`src/rtl/spi_ram_ctrl_if.sv`:
```
// Frame/read-data bundle between the SPI slave and the command-decoding RAM.
//
// Handshake: rx_valid is a one-cycle qualifier for din; a frame is consumed on
// every rising clk edge that sees rx_valid=1, with no back-pressure. tx_valid
// flags that dout holds fresh read data and stays high until the next
// consumed frame.
interface spi_ram_ctrl_if #(
   parameter int ADDR_SIZE = 8
);
   logic [ADDR_SIZE+1:0] din;
   logic                 rx_valid;
   logic [ADDR_SIZE-1:0] dout;
   logic                 tx_valid;
   logic                 cmd_err;

   // SPI slave side: delivers frames, receives read bytes
   modport master (
      output din, rx_valid,
      input  dout, tx_valid, cmd_err
   );

   // RAM side: consumes frames, returns read bytes
   modport slave (
      input  din, rx_valid,
      output dout, tx_valid, cmd_err
   );
endinterface

```
`src/rtl/spi_ram_ctrl.sv`:
```
// Command-decoding single-port RAM fed by 10-bit SPI frames.
// Frame = {cmd[1:0], payload[ADDR_SIZE-1:0]}; commands load write/read
// pointers or move one byte through an auto-incrementing pointer.
module spi_ram_ctrl #(
   parameter int ADDR_SIZE = 8,
   parameter int MEM_DEPTH = 256
) (
   input logic           clk,
   input logic           rst_n,
   spi_ram_ctrl_if.slave bus
);

   typedef enum logic [1:0] {
      CMD_WR_ADDR = 2'b00,
      CMD_WR_DATA = 2'b01,
      CMD_RD_ADDR = 2'b10,
      CMD_RD_DATA = 2'b11
   } cmd_e;

   logic [ADDR_SIZE-1:0] mem [MEM_DEPTH];

   logic [ADDR_SIZE-1:0] wr_ptr;
   logic [ADDR_SIZE-1:0] rd_ptr;
   logic                 wr_armed;
   logic                 rd_armed;
   logic [ADDR_SIZE-1:0] dout_q;
   logic                 tx_valid_q;
   logic                 cmd_err_q;

   cmd_e                 cmd;
   logic [ADDR_SIZE-1:0] pay;
   logic                 wr_ok;
   logic                 rd_ok;
   logic                 reject;

   // Decode the incoming frame and classify it as accepted or rejected
   always_comb begin
      cmd    = cmd_e'(bus.din[ADDR_SIZE+1:ADDR_SIZE]);
      pay    = bus.din[ADDR_SIZE-1:0];
      wr_ok  = 1'b0;
      rd_ok  = 1'b0;
      reject = 1'b0;
      if (bus.rx_valid) begin
         wr_ok  = (cmd == CMD_WR_DATA) && wr_armed;
         rd_ok  = (cmd == CMD_RD_DATA) && rd_armed;
         reject = ((cmd == CMD_WR_DATA) && !wr_armed) ||
                  ((cmd == CMD_RD_DATA) && !rd_armed);
      end
   end

   // Storage array: no reset so contents survive rst_n pulses
   always_ff @(posedge clk) begin
      if (wr_ok) begin
         mem[wr_ptr] <= pay;
      end
   end

   // Pointers, armed flags, read-data register and sticky error flag
   always_ff @(posedge clk or negedge rst_n) begin
      if (!rst_n) begin
         wr_ptr     <= '0;
         rd_ptr     <= '0;
         wr_armed   <= 1'b0;
         rd_armed   <= 1'b0;
         dout_q     <= '0;
         tx_valid_q <= 1'b0;
         cmd_err_q  <= 1'b0;
      end else if (bus.rx_valid) begin
         // Any consumed frame retires the current read byte; only a good
         // RD_DATA replaces it.
         tx_valid_q <= rd_ok;
         if (reject) begin
            cmd_err_q <= 1'b1;
         end
         if (cmd == CMD_WR_ADDR) begin
            wr_ptr   <= pay;
            wr_armed <= 1'b1;
         end
         if (cmd == CMD_RD_ADDR) begin
            rd_ptr   <= pay;
            rd_armed <= 1'b1;
         end
         if (wr_ok) begin
            wr_ptr <= wr_ptr + ADDR_SIZE'(1);
         end
         if (rd_ok) begin
            dout_q <= mem[rd_ptr];
            rd_ptr <= rd_ptr + ADDR_SIZE'(1);
         end
      end
   end

   assign bus.dout     = dout_q;
   assign bus.tx_valid = tx_valid_q;
   assign bus.cmd_err  = cmd_err_q;

endmodule

```
`src/flat_wrapper.sv`:
```
// flat-port wrapper written by rule: the top's interface ports become plain ports
module spi_ram_ctrl_flat 
#(
   parameter int ADDR_SIZE = 8,
   parameter int MEM_DEPTH = 256
)
  (clk, rst_n, bus_din, bus_rx_valid, bus_dout, bus_tx_valid, bus_cmd_err);
  spi_ram_ctrl_if #(.ADDR_SIZE(ADDR_SIZE)) bus_i ();
  input logic clk;
  input logic rst_n;
  input wire logic [$bits(bus_i.din)-1:0] bus_din;
  input wire logic [$bits(bus_i.rx_valid)-1:0] bus_rx_valid;
  output wire logic [$bits(bus_i.dout)-1:0] bus_dout;
  output wire logic [$bits(bus_i.tx_valid)-1:0] bus_tx_valid;
  output wire logic [$bits(bus_i.cmd_err)-1:0] bus_cmd_err;
  assign bus_i.din = bus_din;
  assign bus_i.rx_valid = bus_rx_valid;
  assign bus_dout = bus_i.dout;
  assign bus_tx_valid = bus_i.tx_valid;
  assign bus_cmd_err = bus_i.cmd_err;
  spi_ram_ctrl #(.ADDR_SIZE(ADDR_SIZE), .MEM_DEPTH(MEM_DEPTH)) u_core (.clk(clk), .rst_n(rst_n), .bus(bus_i));
endmodule
```
`config.mk`:
```
export PLATFORM = sky130hd
export DESIGN_NAME = spi_ram_ctrl_flat
export DESIGN_NICKNAME = d
export VERILOG_FILES = /design/src/rtl/spi_ram_ctrl_if.sv /design/src/rtl/spi_ram_ctrl.sv /design/src/flat_wrapper.sv
export SDC_FILE = /design/constraint.sdc
export NUM_CORES = 2
export LEC_CHECK = 0
export BUFFER_PORTS_ARGS = -buffer_cell sky130_fd_sc_hd__buf_4
export CORE_ASPECT_RATIO = 1.5
export CORE_UTILIZATION = 45
export DETAILED_ROUTE_END_ITERATION = 6
export MAX_ROUTING_LAYER = met4
export PLACE_DENSITY_LB_ADDON = 0.05
export SLEW_MARGIN = 20
export SYNTH_ARGS = -nofsm -noshare
export SYNTH_HDL_FRONTEND = slang
export SYNTH_SLANG_ARGS = --single-unit
```
`constraint.sdc`:
```
create_clock -name clk -period 2.3 [get_ports clk]
set_input_delay 0.23 -clock clk [delete_from_list [all_inputs] [get_ports clk]]
set_output_delay 0.23 -clock clk [all_outputs]
set_load 0.01 [all_outputs]
```
==> metrics <==
status=finished, violations left; failing checks=setup timing; NetSw=about 27000 µW; Ys Warns=0; syn_area_per_cell=just over 20 µm²; clk_skew=0.0359 ns; initial antenna violation count=11; Net Count, Synth=~4000; actual slew at the worst max-slew pin=~0.94 ns; async set-or-reset flop fraction in the synthesized netlist=approximately 1.3%; Rows=190; FF+latch count, synth=just over 2000; die area=approximately 0.18 mm²; placed inst area=between 0.09 and 0.1 mm²; WL final=~250000 µm; startpoint types=flip-flop; DR vias/cell=5.86; crit path capture type=flip-flop; Antenna Nets Post-Route=0; initial drt markers=approximately 4400; post-synthesis cell type count=75; DR WL/cell=about 33 µm; post-synthesis instance total=4021; Static Leakage=0.0337 µW; CTS Root Cell=clkbuf_16; Die Wd=approximately 350 µm; hold wc startpoint=bus_din[7]; cell internal pwr=70000 µW; most common cell after layout, fill and taps aside=edfxtp_1; Critical Path RT=3.01 ns; period utilization=131%; hold path depth=2; Slew Limit Headroom=around 37%; global-route wire length before repair=between 300000 and 400000 µm; fraction of layout cells with a size suffix above 1=37.0%; TNS Setup=-5.42 ns; Total Routing Usage GR=about 28%; register share of total power=a little over two fifths; vias in the first global route=between 40000 and 50000; CTS buffer count=202; Die Y=between 500 and 600 µm; TritonCTS clock tree=done; most frequent cells in the layout=edfxtp_1 (2048), buf_4 (840), mux4_2 (418), nor2_1 (295), mux2i_1 (242); RSZ-0062 raised after global routing=true; Worst-path clk slew=0.06 ns; Remaining DRCs=0; EDFF count, synth=slightly above 2000; maxcap violations=0; final max-slew violation count=0; Clock Sinks=between 2000 and 2500; maximum vdd ir drop=a little under 0.7 mV; Cell Count, Final, Fillers Out=between 7000 and 8000; Worst Hold Endpoint=u_core.mem[152][7]; Finish-stage setup viols=8; H-tree Lvls=4; FF-to-FF End=u_core.bus.dout[7]; fmax=~0.33 GHz; Crit Path Class=reg -> reg; DRT Pass-1 Iters=6; worst r2r path cells=11; post-synthesis sequential area ratio=approximately three quarters; RD Place Congestion=a little over 0.9; final worst path period need=3.02 ns; largest net degree at the start of global routing=93; Area Growth Syn to Fin=22.7%; io pins=23; Power per Cell Area=976 mW/mm²; worst setup path startpoint=u_core.rd_ptr[0]; clk_lat worst skew=about 0.84 ns; Clk network pwr share=about 33%; Mapped Area=approximately 0.08 mm²; GR Overflow Total=0; clock tree buffer depth=4; Comb pwr share=about a quarter; NumNets Final=5020; Initial Utilization=45.5%; FF-to-FF Start=u_core.rd_ptr[0]; Placed Instances=between 7000 and 8000; Fillers=14000; Synth Flop Type=edfxtp_1; Worst R2R Setup Slack=-0.72 ns; Sw Ratio=roughly 28%; IO Port Bufs=22; hpwl dp=roughly 170000 µm; final worst slack=-0.719 ns; worst-path maximum fanout=8; core area=around 0.18 mm²; Fin. Hold Viols=0; Vias=roughly 44000; HP Class=in -> reg; WP data arrival=3.73 ns; post-route cell area=0.100 mm²
-- kinds of logic (layout without fill, tap and decap cells) --
| logic type | Yosys count | count (layout) | share of synthesized area, % |
|---|---|---|---|
| adders and majority gates | 5 | 5 | 0.0768 |
| muxes | 689 | 689 | 15.0 |
| and+or+nand+nor | 586 | 586 | 3.07 |
| other | 0 | 4 | 0 |
| AOI/OAI and AO/OA | 406 | 406 | 3.59 |
| buffers and inverters | 259 | 1391 | 1.95 |
| DFF | 2076 | 2076 | 76.3 |
-- how the worst max path moves through the flow --
stage	to	slack (ns)	cells after the start
6_report	u_core.bus.dout[7]	-0.72	11
5_1_grt	u_core.bus.dout[7]	-0.78	11
4_1_cts	u_core.bus.dout[2]	-0.71	9
3_5_place_dp	u_core.bus.dout[0]	-1.38	7
3_3_place_gp	u_core.bus.dout[0]	-1.45	7
2_1_floorplan	u_core.bus.dout[2]	-0.15	8
-- power groups by stage --
stage	registers [µW]	logic (µW)	clock network, µW
2_1_floorplan	42600	10500	0
3_3_place_gp	42800	21500	0
3_5_place_dp	42800	21500	0
5_1_grt	42000	24400	33800
4_1_cts	42000	22800	32500
6_report	42100	23500	31900
-- cell type report --
cell class	instances	area, µm²	area share [%]
Sequential cell	2076	62200	62.2
Clock buffer	259	5370	5.38
Timing Repair Buffer	1026	9750	9.75
Multi-Input combinational cell	1686	18700	18.7
Antenna cell	4	10.0	0.0100
Tap cell	2400	3000	3.00
Clock inverter	96	825	0.825
Inverter	10	42.5	0.0426
-- layer usage --
metal / routed length, µm / share of wire [%] / vias up / GRT usage, %
met5: 0 / 0 / - / -
met4: 10500 / 4.2 / 0 / 10.2
met3: 13100 / 5.2 / 418 / 3.55
met2: 128000 / 51 / 1529 / 47.8
met1: 99000 / 39 / 23800 / 35.6
li1: - / - / 18600 / -
-- repair_timing --
action,CTS,global route
endpoints found under the setup margin,8,118
setup buffers,24,40
gates cloned,5,3
pin swaps,18,39
resized for setup,138,114
hold buffers,16,0
hold endpoints to repair,384,0
-- synth_stat cells (20+ instances only) --
master	count	share of area, %
mux4_2	418	12
mux2i_1	247	3.0
clkbuf_1	109	0.50
nor3_1	23	0.14
a22oi_1	52	0.48
nand2_1	127	0.58
nor2_1	311	1.4
dfrtp_1	28	0.86
a221oi_1	45	0.48
mux2_2	20	0.28
a221o_1	25	0.31
o21ai_0	55	0.34
o22ai_1	25	0.19
a21oi_1	75	0.46
buf_6	39	0.54
buf_2	52	0.32
edfxtp_1	2048	75
nand3_1	49	0.30
-- through the flow --
step	utilization [%]	setup WS, ns	hold WS [ns]	total power (µW)
6_report	55.8	-0.719	0.369	97500
5_1_grt	55.8	-0.778	0.347	100000
4_1_cts	55.3	-0.708	0.323	97300
3_5_place_dp	51.1	-1.38	0.206	64400
3_3_place_gp	51.1	-1.45	0.209	64400
2_1_floorplan	-	-0.152	-0.0656	53100
-- state kept, by name, summed over array words and instances, names as in the netlist --
name,count
u_core.wr_armed,1
u_core.rd_ptr,8
u_core.bus.cmd_err,1
u_core.rd_armed,1
u_core.wr_ptr,8
u_core.bus.tx_valid,1
u_core.mem,2048
u_core.bus.dout,8
-- critical path, cell delays in order, from the launching register on --
cell      delay, ns
dfrtp_4        0.52
buf_12         0.16
buf_16         0.16
buf_16         0.17
buf_8          0.13
buf_6          0.11
mux4_2         0.51
nor3_4         0.27
a211oi_4       0.10
or4_1          0.50
o21ai_1        0.14
o211ai_1       0.11
Power figures use the tool's default switching activity.
